`src/rtl/freq_counter_bcd.sv`:
```
// Reciprocal-free frequency counter: counts synchronized signal edges over a
// programmable window, then converts the count to BCD with shift-and-add-3.

module freq_counter_bcd_add3 (
  input  logic [3:0] digit,
  output logic [3:0] adjusted
);
  always_comb adjusted = (digit >= 4'd5) ? digit + 4'd3 : digit;
endmodule

module freq_counter_bcd #(
  parameter int DIGITS        = 4,
  parameter int BITS          = 16,
  parameter int UPDATE_PERIOD = 1200
) (
  input  logic                  clk,
  input  logic                  reset,
  input  logic                  signal,
  input  logic [BITS-1:0]       period,
  input  logic                  period_load,
  input  logic [1:0]            edge_mode,
  output logic [4*DIGITS-1:0]   bcd,
  output logic                  valid,
  output logic                  overflow
);
  localparam int CW  = $clog2(10**DIGITS);
  localparam int BCW = $clog2(CW + 1);
  localparam logic [CW-1:0]   MAXV       = CW'(10**DIGITS - 1);
  localparam logic [BITS-1:0] RST_PERIOD = BITS'(UPDATE_PERIOD);

  typedef enum logic [1:0] {COUNT = 2'd0, CONVERT = 2'd1, DONE = 2'd2} state_t;

  state_t              state;
  logic                s0, s1, s2;
  logic                rise, fall, edge_hit;
  logic [BITS-1:0]     pending_period, active_period, win_cnt;
  logic [CW-1:0]       edge_cnt, cnt_next, conv_bin;
  logic                ovf_flag, ovf_next;
  logic [4*DIGITS-1:0] conv_bcd, adj, step;
  logic [BCW-1:0]      bit_cnt;

  // s0/s1 synchronize; s2 is the delay flop the edge detector compares against
  always_ff @(posedge clk) {s2, s1, s0} <= {s1, s0, signal};

  assign rise = s1 & ~s2;
  assign fall = ~s1 & s2;

  always_comb begin
    case (edge_mode)
      2'd1:    edge_hit = fall;
      2'd2:    edge_hit = rise | fall;
      default: edge_hit = rise;
    endcase
  end

  always_comb begin
    cnt_next = edge_cnt;
    ovf_next = ovf_flag;
    if (edge_hit) begin
      if (edge_cnt == MAXV) ovf_next = 1'b1;
      else                  cnt_next = edge_cnt + 1'b1;
    end
  end

  for (genvar d = 0; d < DIGITS; d++) begin : g_digit
    freq_counter_bcd_add3 u_add3 (.digit(conv_bcd[4*d +: 4]), .adjusted(adj[4*d +: 4]));
  end
  assign step = {adj[4*DIGITS-2:0], conv_bin[CW-1]};

  always_ff @(posedge clk) begin
    if (reset) begin
      state          <= COUNT;
      pending_period <= RST_PERIOD;
      active_period  <= RST_PERIOD;
      win_cnt        <= '0;
      edge_cnt       <= '0;
      ovf_flag       <= 1'b0;
      conv_bin       <= '0;
      conv_bcd       <= '0;
      bit_cnt        <= '0;
      bcd            <= '0;
      valid          <= 1'b0;
      overflow       <= 1'b0;
    end else begin
      if (period_load) pending_period <= period;
      case (state)
        COUNT: begin
          edge_cnt <= cnt_next;
          ovf_flag <= ovf_next;
          if (win_cnt == active_period) begin
            conv_bin <= cnt_next;
            conv_bcd <= '0;
            bit_cnt  <= '0;
            state    <= CONVERT;
          end else begin
            win_cnt <= win_cnt + 1'b1;
          end
        end
        CONVERT: begin
          conv_bcd <= step;
          conv_bin <= {conv_bin[CW-2:0], 1'b0};
          bit_cnt  <= bit_cnt + 1'b1;
          // Results are published on the edge into DONE so valid is seen CW+1 cycles after the window
          if (bit_cnt == BCW'(CW - 1)) begin
            bcd      <= step;
            overflow <= ovf_flag;
            valid    <= 1'b1;
            state    <= DONE;
          end
        end
        DONE: begin
          valid         <= 1'b0;
          edge_cnt      <= '0;
          ovf_flag      <= 1'b0;
          win_cnt       <= '0;
          active_period <= pending_period;
          state         <= COUNT;
        end
        default: begin
          valid <= 1'b0;
          state <= COUNT;
        end
      endcase
    end
  end
endmodule

```
`config.mk`:
```
export PLATFORM = sky130hd
export DESIGN_NAME = freq_counter_bcd
export DESIGN_NICKNAME = d
export VERILOG_FILES = /design/src/rtl/freq_counter_bcd.sv
export SDC_FILE = /design/constraint.sdc
export NUM_CORES = 1
export LEC_CHECK = 0
export CORE_MARGIN = 2
export CORE_UTILIZATION = 47
export CTS_CLUSTER_SIZE = 30
export DETAILED_ROUTE_END_ITERATION = 12
export DONT_BUFFER_PORTS = 1
export PLACE_DENSITY = 0.58
export SLEW_MARGIN = 20
export SYNTH_ARGS = -nofsm -noshare
export SYNTH_HDL_FRONTEND = slang
export SYNTH_HIERARCHICAL = 1
export SYNTH_SLANG_ARGS = --single-unit
```
`constraint.sdc`:
```
create_clock -name clk -period 2.45 [get_ports clk]
set_input_delay 0.49 -clock clk [delete_from_list [all_inputs] [get_ports clk]]
set_output_delay 0.49 -clock clk [all_outputs]
set_load 0.02 [all_outputs]
```
==> results of run 1 <==
==> worst max-delay path, stage by stage, from the launching register on <==
cell,delay (ns)
dfxtp_1,0.34
inv_1,0.05
ha_1,0.29
nor2b_2,0.23
o311ai_4,0.19
or4_1,0.51
a311o_1,0.36
mux2i_1,0.11
==> how the worst max path moves through the flow <==
stage	endpoint	cells after the start	start	slack (ns)
final	conv_bin[8]	7	s1	0.29
after global routing	conv_bin[8]	7	s1	0.11
after CTS	conv_bin[8]	7	s1	0.14
after detailed placement	edge_cnt[12]	7	edge_mode[0]	0.04
after global placement	conv_bin[8]	7	edge_mode[0]	0.11
after floorplan	conv_bin[7]	8	edge_mode[0]	0.27
==> where the power goes <==
| group | switching [mW] | internal (mW) | leakage, nW |
|---|---|---|---|
| Sequential | 0.0221 | 1.98 | 0.972 |
| Combinational | 0.0758 | 0.0588 | 1.31 |
| Clock | 0.919 | 1.57 | 0.281 |
==> metal layers <==
layer,part of all wire [%],vias to the layer above
met5,0,-
met4,0.94,0
met3,5.1,11
met2,45,132
li1,-,2621
met1,49,2509
==> metrics by stage <==
step           hold WS [ns]  power [mW]  utilization (%)  instances  setup WS (ns)
2_1_floorplan        0.3096       2.159                -        725         0.2741
3_3_place_gp         0.3183       2.169            49.86        875         0.1118
3_5_place_dp         0.3181       2.173            49.88        875        0.04373
4_1_cts             0.07771       4.678            54.59        907         0.1383
5_1_grt             0.07675       4.777            54.70        907         0.1135
6_report            0.09540       4.627            54.70        907         0.2881
==> layout make-up <==
| class | instances | area [sq um] | area share (%) |
|---|---|---|---|
| sequential | 120 | 2402 | 34.94 |
| clock inverter | 11 | 122.6 | 1.783 |
| timing repair buffer | 28 | 210.2 | 3.057 |
| multi-input combinational | 532 | 3368 | 48.99 |
| tap | 172 | 215.2 | 3.130 |
| inverter | 23 | 86.33 | 1.256 |
| clock buffer | 21 | 470.5 | 6.843 |
==> repair_timing <==
action                     in CTS  in global routing
gates resized for setup         0                  3
setup endpoints to repair       0                  3
hold buffers                    0                  0
==> state kept, by name, indices dropped and copies added, names as in the netlist, 2 cells and up <==
register	count
state	2
conv_bcd	16
conv_bin	14
bit_cnt	4
pending_period	16
edge_cnt	14
active_period	16
win_cnt	16
bcd	16
==> flow_summary.ini, run 1 <==
[outcome]
status = complete, no violations

[pwr]
p_leak_nw = 2.560
power.density_mw_per_mm2 = 673.0
ir_worst_vdd_uv = 634.6

[timing]
timing.final.crit_share_pct = 88.24
setup_viol = 0
fmax_mhz = 462.6
setup_tns_ns = 0
slew_headroom_pct = 38.10
rsz0062_at_grt = false
skew_ns = 0.01196
worst_slew_pin_slew_ns = 0.9251
finalHoldViolations = 0
fin_crit_ns = 2.162
slew_violations = 0

[floorplanning]
dieHeight_um = 117.4
die_w_um = 117.4
io_pins = 40
initial_core_util_pct = 48.07
rows = 41
coreArea_sq_mm = 0.01257
die_area_sq_mm = 0.01378

[clock_tree]
clock-root-buffer = clkbuf_16
cts_tree = built
cts_buffer_depth = 2
postCtsSetupBuffers = 0
cts_buffers = 17
clk_latency_ns = 0.42
cts-htree-levels = 4
clock-sinks = 120
clkSlewWorstSetupHoldPaths_ns = 0.05

[final_layout]
mostFrequentLayoutCells = nand2_1 (128), dfxtp_1 (120), a21oi_1 (48), nor2_1 (43), buf_4 (28)
diodes = 0
finalNetCount = 760
layout_commonest_cell = nand2_1
stdcell_area_sq_mm = 0.006875
syn_to_final_growth_pct = 13.79
drive_gt1_share_pct = 10.88
num-fill-cells = 1166

[route]
dr.pass1.iters = 5
wl_per_cell_um = 16.38
viasPerCell = 5.814
routed_wl_mm = 14.85
num_vias = 5273
ant_nets = 0
drc = 0
drt_iter0_drc = 386

[worst_setup_path]
worstPathRequired_ns = 2.80
rrSetupSlack_ns = 0.29
cp-start-kind = flip-flop
cp-end-kind = flip-flop
cp_max_fo = 12
reg2reg_depth = 7
r2r_end = conv_bin[8]
r2r-start = s1
worst_ep_arrival_time_ns = 2.51
path_class = flip-flop to flip-flop

[global_route]
antenna_found_initial = 0
grt_max_degree = 93
use_met3_pct = 5.788
grt_pass1_vias = 4928
track_usage_pct = 21.91
grt_overflow_total = 0
grt_pass1_wl_mm = 24.65
grt.met1_usage_pct = 29.98
busiest_layer = met2
grtUsageMet2_pct = 33.66

[place]
place_congestion = 0.8371
place_hpwl_mm = 10.02
place.port_buffers = 0
dpl_cell_area_sq_mm = 0.006269

[job]
drv_cap = 0

[logic_synthesis]
synthCells = 725
synth_nets = 763
synth.cell_area_sq_mm = 0.006042
syn_avg_cell_area_sq_um = 8.334
synth_warnings = 6

[min_path]
min_to = s0
hold_depth = 0
hp-class = primary input to flip-flop
worstHoldStart = signal
Note: power is estimated with default switching activity, not from simulation.
==> inputs of run 2 (changes only) <==
Settings changed: CORE_MARGIN 2 to default.
==> flow_summary.ini, run 2 (same netlist as run 1, synthesis figures left out) <==
[route]
num_vias = 5237
dr.pass1.iters = 5
routed_wl_mm = 14.78
viasPerCell = 5.774
ant_nets = 0
drt_iter0_drc = 396
wl_per_cell_um = 16.30
drc = 0

[worst_setup_path]
cp-start-kind = flip-flop
rrSetupSlack_ns = 0.20
path_class = flip-flop to flip-flop
worstPathRequired_ns = 2.80
crit_end = conv_bin[8]
cp_top_family = simple AND/OR/NAND/NOR gates
cp-end-kind = flip-flop
r2r-start = s1
reg2reg_depth = 7
worst_ep_arrival_time_ns = 2.60
worst-path-buf-inv = 1
r2r_end = conv_bin[8]
cp_max_fo = 12
crit_cells = 7
cp-startpoint = s1
cp_slowest_cell = or4_1
cpPeakStageDelay_ns = 0.53
crit_chain = inv_1 > ha_1 > nor2b_1 > o311ai_2 > or4_1 > a311o_1 > mux2i_1

[timing]
slew_headroom_pct = 41.23
fmax_mhz = 444.1
skew_ns = 0.01226
timing.final.crit_share_pct = 91.91
worst_slew_pin_slew_ns = 0.8782
setup_tns_ns = 0
setup_viol = 0
rsz0062_at_grt = false
slew_violations = 0
fin_crit_ns = 2.252
finalHoldViolations = 0

[floorplanning]
rows = 41
die_area_sq_mm = 0.01331
die_w_um = 115.4
io_pins = 40
coreArea_sq_mm = 0.01257
dieHeight_um = 115.4
initial_core_util_pct = 48.07

[clock_tree]
cts_buffers = 17
clock-root-buffer = clkbuf_16
clock-sinks = 120
clk_latency_ns = 0.42
post_cts_resize_count = 0
cts_buffer_depth = 2
postCtsSetupBuffers = 0
clkSlewWorstSetupHoldPaths_ns = 0.05
cts_tree = built
cts-htree-levels = 4
postCtsHoldBufs = 0

[place]
dp.cells = 876
place_congestion = 0.8584
place_hpwl_mm = 9.982
place.port_buffers = 0

[pwr]
p_leak_nw = 2.594
ir_worst_vdd_uv = 403.7
seqPwrFrac_pct = 41.1
share_comb_of_total_power_pct = 2.6
switching_share_pct = 19.75
switchingPower_mw = 0.9626
clkPwrFrac_pct = 56.3
p_total_mw = 4.873
power.density_mw_per_mm2 = 704.0
internal_power_mw = 3.911

[job]
drv_cap = 0

[global_route]
grt_pass1_vias = 4788
track_usage_pct = 23.85
grt_pass1_wl_mm = 24.58
grt_overflow_total = 0
antenna_found_initial = 0
grt_max_degree = 93

[min_path]
hp-class = primary input to flip-flop

[outcome]
status = complete, no violations

[final_layout]
syn_to_final_growth_pct = 14.56
finalNetCount = 761
drive_gt1_share_pct = 10.34
mostFrequentLayoutCells = nand2_1 (128), dfxtp_1 (120), a21oi_1 (48), nor2_1 (43), buf_4 (29)
diodes = 0
final_cells = 907
layout_commonest_cell = nand2_1
==> run 2: cell types whose count changed in the layout (fill, tap and decap cells not counted), sizes merged <==
| cell | delta |
|---|---|
| clkinvlp | -3 |
| clkinv | -3 |
| bufinv | +3 |
| clkbuf | +2 |
| buf | +1 |
==> run 2: cell type report <==
class,instances,area (sq um)
fill,1205,5647
multi-input combinational,532,3354
sequential,120,2402
clock buffer,23,478.0
timing repair buffer,29,217.7
tap,172,215.2
clock inverter,8,167.7
inverter,23,86.33
==> run 2: worst min path at each step <==
stage	startpoint	slack (ns)	cells after the start	to
6_report	signal	0.09	0	s0
5_1_grt	signal	0.08	0	s0
2_1_floorplan	s0	0.31	0	s1
3_5_place_dp	s0	0.32	0	s1
3_3_place_gp	s0	0.32	0	s1
4_1_cts	signal	0.08	0	s0
==> run 2: metrics by stage <==
step	setup WS (ns)	cell area [sq um]	utilization [%]	hold slack, ns
detailed placement	0.06073	6274	49.92	0.3220
floorplan	0.2741	6042	-	0.3096
CTS	0.1823	6919	55.05	0.07591
global placement	0.09889	6274	49.92	0.3167
finish	0.1983	6922	55.07	0.09212
global route	0.04888	6922	55.07	0.08002
==> run 2: power groups by stage <==
stage / clock [mW] / sequential, mW / combinational, mW
final: 2.74 / 2.00 / 0.126
after global routing: 2.89 / 2.00 / 0.142
after CTS: 2.80 / 2.00 / 0.127
after detailed placement: 0 / 2.04 / 0.127
after global placement: 0 / 2.04 / 0.123
after floorplan: 0 / 2.04 / 0.123
==> run 2: worst register-to-register path: stages (launching register included) <==
cell,delay (ns)
dfxtp_1,0.34
inv_1,0.05
ha_1,0.28
nor2b_1,0.25
o311ai_2,0.26
or4_1,0.53
a311o_1,0.36
mux2i_1,0.11
==> run 2: metal layers <==
metal / vias up / track usage (%) / part of all wire, %
met5: - / 0 / 0
li1: 2618 / - / -
met2: 143 / 36.13 / 45
met4: 0 / 9.351 / 1.3
met3: 15 / 4.533 / 4.9
met1: 2461 / 33.31 / 49
==> inputs of run 3 (changes only) <==
Settings changed: CAP_MARGIN from default to 20, SETUP_SLACK_MARGIN from default to 0.05.
==> results of run 3 <==
Same layout as run 2 (identical final DEF). Status: complete, no violations.
